$ cat config.mk
export PLATFORM = sky130hd
export DESIGN_NAME = adder_bcd_display_flat
export DESIGN_NICKNAME = d
export VERILOG_FILES = /design/src/rtl/adder_bcd_display_pkg.sv /design/src/rtl/adder_bcd_display_if.sv /design/src/rtl/adder_bcd_display_seg7_decoder.sv /design/src/rtl/adder_bcd_display.sv /design/src/flat_wrapper.sv
export SDC_FILE = /design/constraint.sdc
export NUM_CORES = 1
export LEC_CHECK = 0
export ABC_AREA = 1
export CELL_PAD_IN_SITES_DETAIL_PLACEMENT = 1
export CELL_PAD_IN_SITES_GLOBAL_PLACEMENT = 1
export CORE_ASPECT_RATIO = 1.25
export CORE_MARGIN = 2
export CORE_UTILIZATION = 39
export DETAILED_ROUTE_END_ITERATION = 10
export GPL_TIMING_DRIVEN = 0
export PLACE_DENSITY = 0.89
export SYNTH_ARGS = -nofsm -noshare
export SYNTH_HDL_FRONTEND = slang
export SYNTH_SLANG_ARGS = --single-unit
export TNS_END_PERCENT = 5
$ cat constraint.sdc
create_clock -name clk -period 2.61 [get_ports clk]
set_clock_uncertainty 0.05 [all_clocks]
set_input_delay 0.261 -clock clk [delete_from_list [all_inputs] [get_ports clk]]
set_output_delay 0.261 -clock clk [all_outputs]
set_load 0.005 [all_outputs]
$ cat src/rtl/adder_bcd_display_pkg.sv
// Shared types and constants for the BCD adder/display block:
// FSM state encoding, seven-segment codes and a digit-count helper.
package adder_disp_pkg;

    typedef enum logic [1:0] {
        IDLE = 2'd0,
        CONV = 2'd1,
        DONE = 2'd2
    } state_t;

    // Active-low segment codes, bit order {g,f,e,d,c,b,a}
    localparam logic [6:0] SEG_0     = 7'b1000000;
    localparam logic [6:0] SEG_1     = 7'b1111001;
    localparam logic [6:0] SEG_2     = 7'b0100100;
    localparam logic [6:0] SEG_3     = 7'b0110000;
    localparam logic [6:0] SEG_4     = 7'b0011001;
    localparam logic [6:0] SEG_5     = 7'b0010010;
    localparam logic [6:0] SEG_6     = 7'b0000010;
    localparam logic [6:0] SEG_7     = 7'b1111000;
    localparam logic [6:0] SEG_8     = 7'b0000000;
    localparam logic [6:0] SEG_9     = 7'b0010000;
    localparam logic [6:0] SEG_BLANK = 7'b1111111;

    // Number of decimal digits needed to show the largest (WIDTH+1)-bit value
    function automatic int required_digits(input int width);
        longint max_val;
        int     n;
        max_val = (longint'(1) << (width + 1)) - 1;
        n = 1;
        while (max_val >= 10) begin
            max_val = max_val / 10;
            n = n + 1;
        end
        return n;
    endfunction

endpackage

$ cat src/rtl/adder_bcd_display_if.sv
// Operand/control and result bus of the BCD adder/display block.
// The master drives operands and controls; the slave (the block) drives results.
interface adder_bcd_display_if #(
    parameter int WIDTH  = 4,
    parameter int DIGITS = 2
);
    logic [WIDTH-1:0]    a;
    logic [WIDTH-1:0]    b;
    logic                cin;
    logic                mode;
    logic                clear;
    logic                start;
    logic                busy;
    logic                done;
    logic [WIDTH:0]      sum;
    logic                overflow;
    logic [7*DIGITS-1:0] hex;

    modport master (
        output a, b, cin, mode, clear, start,
        input  busy, done, sum, overflow, hex
    );

    modport slave (
        input  a, b, cin, mode, clear, start,
        output busy, done, sum, overflow, hex
    );
endinterface

$ cat src/rtl/adder_bcd_display_seg7_decoder.sv
// One BCD digit to active-low seven-segment pattern; codes 10-15 and the
// blank flag both produce a dark digit.
module seg7_decoder
    import adder_disp_pkg::*;
(
    input  logic [3:0] bcd,
    input  logic       blank,
    output logic [6:0] seg
);

    // Table lookup, blank overrides the digit value
    always_comb begin
        seg = SEG_BLANK;
        if (!blank) begin
            case (bcd)
                4'd0:    seg = SEG_0;
                4'd1:    seg = SEG_1;
                4'd2:    seg = SEG_2;
                4'd3:    seg = SEG_3;
                4'd4:    seg = SEG_4;
                4'd5:    seg = SEG_5;
                4'd6:    seg = SEG_6;
                4'd7:    seg = SEG_7;
                4'd8:    seg = SEG_8;
                4'd9:    seg = SEG_9;
                default: seg = SEG_BLANK;
            endcase
        end
    end

endmodule

$ cat src/rtl/adder_bcd_display.sv
// Sequential adder/accumulator with iterative double-dabble conversion and a
// multi-digit seven-segment readout with leading-zero blanking.
module adder_bcd_display
    import adder_disp_pkg::*;
#(
    parameter int WIDTH  = 4,
    parameter int DIGITS = 2
) (
    input  logic                clk,
    input  logic                rst_n,
    adder_bcd_display_if.slave  bus
);

    localparam int RW = WIDTH + 1;        // result width
    localparam int BW = 4 * DIGITS;       // BCD field width
    localparam int CW = $clog2(RW + 1);   // shift counter width

    // Refuse to elaborate a display that cannot hold the largest result
    if (DIGITS < required_digits(WIDTH)) begin : g_digits_check
        $error("adder_bcd_display: DIGITS too small for WIDTH");
    end

    state_t              state_reg;
    logic [RW-1:0]       sum_reg;
    logic                overflow_reg;
    logic [RW-1:0]       shift_reg;
    logic [BW-1:0]       bcd_reg;
    logic [CW-1:0]       cnt_reg;
    logic [7*DIGITS-1:0] hex_reg;
    logic                busy_reg;
    logic                done_reg;

    // Both candidate results are formed every cycle; capture picks one
    logic [RW:0]         acc_total;
    logic [RW-1:0]       add_total;
    logic [RW-1:0]       capture_sum;

    assign acc_total = {1'b0, sum_reg} + {2'b00, bus.a} + {{RW{1'b0}}, bus.cin};
    assign add_total = {1'b0, bus.a} + {1'b0, bus.b} + {{WIDTH{1'b0}}, bus.cin};
    assign capture_sum = bus.mode ? acc_total[RW-1:0] : add_total;

    // One double-dabble step: correct each nibble, then shift in the next bit
    logic [BW-1:0]       bcd_adj;
    logic [BW-1:0]       bcd_shift;
    logic [DIGITS-1:0]   digit_blank;
    logic [7*DIGITS-1:0] seg_next;

    for (genvar gi = 0; gi < DIGITS; gi++) begin : g_digit
        assign bcd_adj[4*gi +: 4] = (bcd_reg[4*gi +: 4] >= 4'd5) ?
                                    (bcd_reg[4*gi +: 4] + 4'd3) :
                                    bcd_reg[4*gi +: 4];

        // A digit goes dark when it and every digit above it are zero;
        // the units digit is always lit so zero reads as "0".
        if (gi == 0) begin : g_units
            assign digit_blank[gi] = 1'b0;
        end else begin : g_upper
            assign digit_blank[gi] = ~(|bcd_shift[BW-1:4*gi]);
        end

        seg7_decoder u_dec (
            .bcd   (bcd_shift[4*gi +: 4]),
            .blank (digit_blank[gi]),
            .seg   (seg_next[7*gi +: 7])
        );
    end

    assign bcd_shift = {bcd_adj[BW-2:0], shift_reg[RW-1]};

    // Control FSM with accumulator, converter datapath and registered outputs
    always_ff @(posedge clk) begin
        if (!rst_n) begin
            state_reg    <= IDLE;
            sum_reg      <= '0;
            overflow_reg <= 1'b0;
            shift_reg    <= '0;
            bcd_reg      <= '0;
            cnt_reg      <= '0;
            busy_reg     <= 1'b0;
            done_reg     <= 1'b0;
            for (int i = 0; i < DIGITS; i++) begin
                hex_reg[7*i +: 7] <= (i == 0) ? SEG_0 : SEG_BLANK;
            end
        end else begin
            case (state_reg)
                IDLE: begin
                    done_reg <= 1'b0;
                    if (bus.clear) begin
                        // clear wins over a simultaneous start
                        sum_reg      <= '0;
                        overflow_reg <= 1'b0;
                    end else if (bus.start) begin
                        sum_reg   <= capture_sum;
                        shift_reg <= capture_sum;
                        bcd_reg   <= '0;
                        cnt_reg   <= CW'(RW);
                        busy_reg  <= 1'b1;
                        state_reg <= CONV;
                        if (bus.mode && acc_total[RW]) begin
                            overflow_reg <= 1'b1;
                        end
                    end
                end
                CONV: begin
                    bcd_reg   <= bcd_shift;
                    shift_reg <= {shift_reg[RW-2:0], 1'b0};
                    cnt_reg   <= cnt_reg - CW'(1);
                    if (cnt_reg == CW'(1)) begin
                        hex_reg   <= seg_next;
                        done_reg  <= 1'b1;
                        state_reg <= DONE;
                    end
                end
                DONE: begin
                    done_reg  <= 1'b0;
                    busy_reg  <= 1'b0;
                    state_reg <= IDLE;
                end
                default: begin
                    done_reg  <= 1'b0;
                    busy_reg  <= 1'b0;
                    state_reg <= IDLE;
                end
            endcase
        end
    end

    assign bus.busy     = busy_reg;
    assign bus.done     = done_reg;
    assign bus.sum      = sum_reg;
    assign bus.overflow = overflow_reg;
    assign bus.hex      = hex_reg;

endmodule
$ cat src/flat_wrapper.sv
// flat-port wrapper written by rule: the top's interface ports become plain ports
module adder_bcd_display_flat import adder_disp_pkg::*;
#(
    parameter int WIDTH  = 4,
    parameter int DIGITS = 2
)
  (clk, rst_n, bus_a, bus_b, bus_cin, bus_mode, bus_clear, bus_start, bus_busy, bus_done, bus_sum, bus_overflow, bus_hex);
  adder_bcd_display_if #(.WIDTH(WIDTH), .DIGITS(DIGITS)) bus_i ();
  input  logic clk;
  input  logic rst_n;
  input wire logic [$bits(bus_i.a)-1:0] bus_a;
  input wire logic [$bits(bus_i.b)-1:0] bus_b;
  input wire logic [$bits(bus_i.cin)-1:0] bus_cin;
  input wire logic [$bits(bus_i.mode)-1:0] bus_mode;
  input wire logic [$bits(bus_i.clear)-1:0] bus_clear;
  input wire logic [$bits(bus_i.start)-1:0] bus_start;
  output wire logic [$bits(bus_i.busy)-1:0] bus_busy;
  output wire logic [$bits(bus_i.done)-1:0] bus_done;
  output wire logic [$bits(bus_i.sum)-1:0] bus_sum;
  output wire logic [$bits(bus_i.overflow)-1:0] bus_overflow;
  output wire logic [$bits(bus_i.hex)-1:0] bus_hex;
  assign bus_i.a = bus_a;
  assign bus_i.b = bus_b;
  assign bus_i.cin = bus_cin;
  assign bus_i.mode = bus_mode;
  assign bus_i.clear = bus_clear;
  assign bus_i.start = bus_start;
  assign bus_busy = bus_i.busy;
  assign bus_done = bus_i.done;
  assign bus_sum = bus_i.sum;
  assign bus_overflow = bus_i.overflow;
  assign bus_hex = bus_i.hex;
  adder_bcd_display #(.WIDTH(WIDTH), .DIGITS(DIGITS)) u_core (.clk(clk), .rst_n(rst_n), .bus(bus_i));
endmodule
; Yosys cells after proc, flatten, opt, wreduce, memory -nomap -nowiden
; Memories as Yosys holds them, arrays and structs flattened. A register that Yosys moved wholly into a read port is not among the register bits.
; Index checks and enable logic that the tools add are counted.
[word_totals]
output_inout_bits = 22
memories = 2
latchBits = 0
inputBits = 14
wordCells = 64
romBits = 224
ram_bits = 0
reg_bits = 40
[op_classes]
bitwise = 1
shift = 0
n_reduce_logical = 14
order_cmp = 2
div_mod_pow = 0
n_addsub = 7
n_mul = 0
eq_ne = 5
muxes = 24
[memory_table]
columns = name, words, width, read_ports, rd_ports_with_merged_regs, wr, line
row1 = (no name shown), 16, 7, 1, 1, 0, adder_bcd_display_seg7_decoder.sv:15  ; case (bcd)
row2 = (no name shown), 16, 7, 1, 0, 0, adder_bcd_display_seg7_decoder.sv:15
[ops]
columns = operator, count
row1 = 5-bit two-way mux, 4
row2 = 8-bit two-way mux, 2
row3 = 8-bit one-hot mux with 2 select lines, 1
row4 = 3-bit AND reduction, 4
row5 = 5-bit one-hot mux with 2 select lines, 1
row6 = 3-bit two-way mux, 3
row7 = "4-bit by 3-bit >= comparator with 1-bit output, second input constant", 2
row8 = 7-bit two-way mux, 1
row9 = 5-bit by 4-bit adder with 6-bit output, 1
row10 = 6-bit by 1-bit adder with 6-bit output, 1
row11 = 2-bit two-way mux, 3
row12 = 3-bit one-hot mux with 2 select lines, 1
row13 = 2-bit AND reduction, 3
row14 = 2-bit nonzero test, 3
row15 = 4-bit by 4-bit adder with 5-bit output, 1
row16 = 5-bit by 1-bit adder with 5-bit output, 1
row17 = 1-bit two-way mux, 5
row18 = "4-bit by 2-bit adder with 4-bit output, second input constant", 1
row19 = 4-bit two-way mux, 1
row20 = "2-bit inequality test, second input constant", 2
row21 = 2-bit one-hot mux with 2 select lines, 1
row22 = 4-bit OR reduction, 1
row23 = "3-bit by 2-bit adder with 3-bit output, second input constant", 1
row24 = "3-bit by 1-bit == test with 1-bit output, second input constant", 1
row25 = 8 further kinds, 8

; Longest topological paths before layout
[depth]
word_depth = 6
depth_mapped = 16

; Hierarchy
; Synthesis repeated with hierarchy kept, for this count alone.
[unflattened]
cells_unflattened = 353
hier_area_um2 = 2547.4
[by_module_without_submodules]
columns = mod, area_per_inst_um2, instances, cells_each, seq_area_each_um2
row1 = adder_bcd_display, 2129.5, 1, 279, 800.8
row2 = seg7_decoder, 209.0, 2, 37, 0.0

; Least setup slack after synthesis
; OpenSTA, ideal clock, no wires.
[synth_timing]
path_kind = register to register
from = reg u_core.sum_reg[0], in the netlist u_core.bus.sum[0]
to = reg u_core.shift_reg[4]
arrival_time_ps = 1783
path_slack_ps = 652
synth_period_minus_slack_ps = 1958
required_time_ps = 2435
stages_incl_launch_ff = 11
cell_sequence = dfxtp_1 > fa_1 > fa_1 > nand2_1 > inv_1 > o21ai_0 > nand2_1 > nand2_1 > nand3_1 > nor2_1 > o22ai_1
[synth_between]
elab_chain_len = 6
[synth_lines]
columns = element, line
row1 = "start, declared", adder_bcd_display.sv:24  ; logic [RW-1:0] sum_reg;
row2 = "start signal, assigned", adder_bcd_display.sv:93  ; sum_reg <= capture_sum;
row3 = 5-bit by 4-bit adder with 6-bit output, adder_bcd_display.sv:38  ; assign acc_total = {1'b0, sum_reg} + {2'b00, bus.a} + {{RW{1'b0}}, bus.cin};
row4 = 6-bit by 1-bit adder with 6-bit output, adder_bcd_display.sv:38
row5 = 5-bit two-way mux, adder_bcd_display.sv:40  ; assign capture_sum = bus.mode ? acc_total[RW-1:0] : add_total;
row6 = 5-bit two-way mux, adder_bcd_display.sv:92  ; end else if (bus.start) begin
row7 = 5-bit two-way mux, adder_bcd_display.sv:88  ; if (bus.clear) begin
row8 = 5-bit one-hot mux with 2 select lines, adder_bcd_display.sv:85  ; case (state_reg)
row9 = "end signal, assigned", adder_bcd_display.sv:94  ; shift_reg <= capture_sum;
row10 = "end signal, assigned", adder_bcd_display.sv:106  ; shift_reg <= {shift_reg[RW-2:0], 1'b0};
row11 = "end, declared", adder_bcd_display.sv:26  ; logic [RW-1:0] shift_reg;
; Every way passes these cells. The select of a mux whose other input is x is not followed.
; A chain may end at the register's enable or synchronous reset.

; Final worst setup path
[layout_timing]
from = in bus_cin
to = reg u_core.shift_reg[4]
[layout_between]
elab_chain_len = 5
[layout_lines]
columns = element, line
row1 = "start, declared", flat_wrapper.sv:13  ; input wire logic [$bits(bus_i.cin)-1:0] bus_cin;
row2 = 6-bit by 1-bit adder with 6-bit output / 5-bit by 1-bit adder with 5-bit output (equally long branches), "adder_bcd_display.sv:38, adder_bcd_display.sv:39"
row3 = 5-bit two-way mux (*), adder_bcd_display.sv:40
row4 = 5-bit two-way mux (*), adder_bcd_display.sv:92
row5 = 5-bit two-way mux (*), adder_bcd_display.sv:88
row6 = 5-bit one-hot mux with 2 select lines (*), adder_bcd_display.sv:85
; Every way passes the cells marked *; elsewhere a longest branch is shown, timed or not. The select of a mux whose other input is x is not followed.

==> impl_table.tex <==
\begin{tabular}{lr}
\hline
Metric & Value \\
\hline
\multicolumn{2}{l}{\textbf{Critical path}} \\
\quad Cell class contributing the biggest share of worst-path delay & adder cells \\
\quad List of cells traversed by the critical path & clkdlybuf4s50\_1 -> fa\_1 -> fa\_1 -> nand2\_1 -> inv\_1 -> o21ai\_0 -> nand2\_1 -> nand2\_1 -> nand3\_1 -> nor2\_1 -> o22ai\_1 \\
\quad Capturing element type of the critical path & flop \\
\quad Required time of the critical path & 2.75 ns \\
\quad Stage delay of the slowest cell on the critical path & roughly 0.49 ns \\
\quad Cell at the slowest stage of the critical path & clkdlybuf4s50\_1 \\
\quad Worst path buffer plus inverter count & 2 \\
\quad Critical path data arrival time & 2.37 ns \\
\quad Classification of the worst setup path & in2reg \\
\quad Worst-path maximum fanout & 2 \\
\quad Startpoint types & input port \\
\quad Most frequent cell on the critical path & nand2\_1 \\
\multicolumn{2}{l}{\textbf{Logic synthesis}} \\
\quad Post-Synthesis Cell Area & about 2400 sq um \\
\quad Post-Synthesis Net Count & around 370 \\
\quad Dominant register cell in the synthesized netlist & dfxtp\_1 \\
\quad Synth unique cells & 33 \\
\quad Post-synthesis sequential area ratio & around 33\% \\
\quad Number of enable flip-flop cells after synthesis & 0 \\
\quad Asr flop ratio synth & 0\% \\
\quad Yosys warning total & 0 \\
\quad Cells after synthesis & roughly 330 \\
\quad Mean Syn Cell Area & approximately 7.4 sq um \\
\quad Flip-flop and latch count after synthesis & 40 \\
\multicolumn{2}{l}{\textbf{Drt}} \\
\quad Total number of vias & about 2.4k \\
\quad Antenna viol nets, final & 0 \\
\quad Detailed-route wire length & approximately 6900 um \\
\quad \# DRC & 0 \\
\quad Count of routing violations after the opening detailed-route iteration & 87 \\
\quad WL per Instance & roughly 15 um \\
\quad Via-per-instance ratio & 5.24 \\
\quad Pre-Repair DR Iteration Count & 4 \\
\multicolumn{2}{l}{\textbf{Layout}} \\
\quad Post-layout utilization of the core & 49.1\% \\
\quad Largest register FFs & 14 \\
\quad Post-synthesis to final-layout area growth & 22.9\% \\
\quad Antenna cell count & 0 \\
\quad Layout Cell Area excl Fill & 3010 sq um \\
\quad Final Non-Filler Cells & 459 \\
\quad Fin nets & 410 \\
\quad Fraction of final layout cells with drive strength greater than 1 & 12.0\% \\
\multicolumn{2}{l}{\textbf{GRT}} \\
\quad Final global-route overflow total & 0 \\
\quad Largest net degree at the start of global routing & 15 \\
\quad Vias in the first global route & roughly 2.6k \\
\quad Number of antenna violations at the first check in global routing & 0 \\
\quad Global router's overall resource usage & 21.8\% \\
\quad Global-route wire length before repair & roughly 12000 um \\
\multicolumn{2}{l}{\textbf{Timing}} \\
\quad Tcrit/Tclk final & a little under nine tenths \\
\quad Hold Fails Final Rpt & 0 \\
\quad Highest clock rate & between 0.4 and 0.5 GHz \\
\quad Final count of negative-setup-slack endpoints & 0 \\
\quad Setup repair after global routing missed its margin & false \\
\quad Setup TNS Final & 0 ns \\
\quad Worst-case hold slack & slightly above 0.3 ns \\
\quad Time the worst path needs with I/O delays and setup & about 2.2 ns \\
\quad Max-slew violation count & 0 \\
\quad Slew Limit Headroom & 64.9\% \\
\quad Worst-margin pin slew & between 0.5 and 0.6 ns \\
\multicolumn{2}{l}{\textbf{Floorplan}} \\
\quad Initial cell density of the core & between 30\% and 40\% \\
\quad Area enclosed by the die boundary & roughly 6900 sq um \\
\quad Die W & between 70 and 80 um \\
\quad Die height & a little over 90 um \\
\quad Number of rows in the core area & 32 \\
\quad Floorplan core area & 6130 sq um \\
\quad Number of I/O pins & 36 \\
\multicolumn{2}{l}{\textbf{Placed design}} \\
\quad HPWL Detailed & about 5200 um \\
\quad Number of cells after detailed placement & $\sim$450 \\
\quad Placement-stage cell area & $\sim$2900 sq um \\
\quad Count of buffers from port buffering & 34 \\
\quad Weighted congestion at the end of routability-driven global placement & approximately 0.79 \\
\multicolumn{2}{l}{\textbf{Clock tree}} \\
\quad Sink count of the clock tree & 40 \\
\quad Resized cells post-CTS & 0 \\
\quad Number of H-tree levels & 2 \\
\quad Number of buffers inserted during clock tree synthesis & 5 \\
\quad Clock root buffer master & clkbuf\_8 \\
\quad Quantity of hold-fixing buffers added after cts & 0 \\
\quad Max clock buf depth & 2 \\
\quad Clock transition at the register clock pins on the worst setup and hold paths after CTS & about 0.08 ns \\
\quad Clock tree from TritonCTS & built \\
\quad Number of buffers inserted by post-CTS setup repair & 0 \\
\quad Clock network latency to the later pin of the worst-skew pair & 0.30 ns \\
\multicolumn{2}{l}{\textbf{Min path}} \\
\quad Hold Path Class & in2reg \\
\multicolumn{2}{l}{\textbf{Power and ir drop}} \\
\quad Max VDD drop & 0.000207 V \\
\quad Leak pwr & 1.33 nW \\
\quad PD cells & $\sim$470 nW/um\^{}2 \\
\multicolumn{2}{l}{\textbf{Status}} \\
\quad Outcome & complete, no violations \\
\multicolumn{2}{l}{\textbf{Job}} \\
\quad Count of max-cap constraint violations & 0 \\
\hline
\end{tabular}
[cell families after synthesis]
| group | share of synthesized area (%) |
|---|---|
| AND/OR/NAND/NOR | 31.1 |
| AO/OA/AOI/OAI | 15.4 |
| buffers and inverters | 7.82 |
| flip-flops | 32.7 |
| adder cells (fa/ha/maj) | 13.0 |
[layout by cell type (no fill, tap or decap), types with 2 or more instances in the layout]
cell type and count:
clkdlybuf4s50_1 34, o211ai_1 3, fa_1 4, inv_1 39
clkbuf_8 5, clkbuf_1 3, or2_2 3, nand2_4 2
dfxtp_1 40, o21ai_1 5, ha_1 19, a21oi_1 26
inv_2 6, o22ai_1 10, nand2_2 13, nand3b_1 4
nand3_2 4, nor2_1 11, nand2_1 79, nor2_4 2
nand3_1 31, o21ai_0 13, nand4_1 3
[tightest hold or removal path: stages]
cell and delay (ns):
clkbuf_1 0.19, o21ai_0 0.13, a21oi_1 0.04
[stage by stage]
stage / total power, mW / setup WS [ns]
global route: 1.48 / 0.141
finish: 1.41 / 0.375
global placement: 0.878 / 0.0981
detailed placement: 0.893 / 0.0387
CTS: 1.42 / 0.354
floorplan: 0.795 / 0.652
[metal layers]
layer,GRT usage (%),routed length (um),up-vias
met4,8.18,170,0
li1,-,-,1175
met1,21.6,2640,1168
met2,43.1,3950,45
met3,3.26,148,17
met5,0,0,-
[cell usage after synthesis (2+ instances only)]
cell | instances | area (sq um)
inv_1 | 39 | 146
nand2_2 | 13 | 81.3
or2_2 | 3 | 18.8
nor2_1 | 11 | 41.3
dfxtp_1 | 40 | 801
nand2_1 | 79 | 297
nand2_4 | 2 | 22.5
ha_1 | 19 | 238
nand4_1 | 3 | 18.8
o22ai_1 | 10 | 62.6
nand3_1 | 31 | 155
o21ai_1 | 5 | 25.0
nor2_4 | 2 | 22.5
fa_1 | 4 | 80.1
o21ai_0 | 13 | 65.1
nand3b_1 | 4 | 30.0
nand3_2 | 4 | 40.0
clkbuf_1 | 3 | 11.3
inv_2 | 6 | 22.5
a21oi_1 | 26 | 130
o211ai_1 | 3 | 22.5
[power by group]
| part | switching (mW) | internal, mW | total, mW |
|---|---|---|---|
| clock | 0.246 | 0.288 | 0.534 |
| sequential | 0.0181 | 0.635 | 0.653 |
| combinational | 0.129 | 0.0972 | 0.226 |
[final timing paths]
| check | start | to | slack [ns] | cells after the start |
|---|---|---|---|---|
| setup / recovery | bus_cin | u_core.shift_reg[4] | 0.38 | 11 |
| hold / removal | rst_n | u_core.bus.hex[3] | 0.31 | 3 |
| setup reg to reg | u_core.bcd_reg[4] | u_core.bus.hex[7] | 0.42 | 13 |
| hold reg to reg | u_core.state_reg[0] | u_core.state_reg[0] | 0.42 | 1 |
[cell type report]
cell class	instances	area [sq um]
flip-flops and latches	40	801
repair buffers	34	340
clock inverters	3	46.3
well taps	85	106
fillers	792	3120
clock buffers	5	68.8
inverters	46	175
plain buffers	4	16.3
multi-input cells	242	1460
No activity file was read; power rests on OpenSTA's default activity.
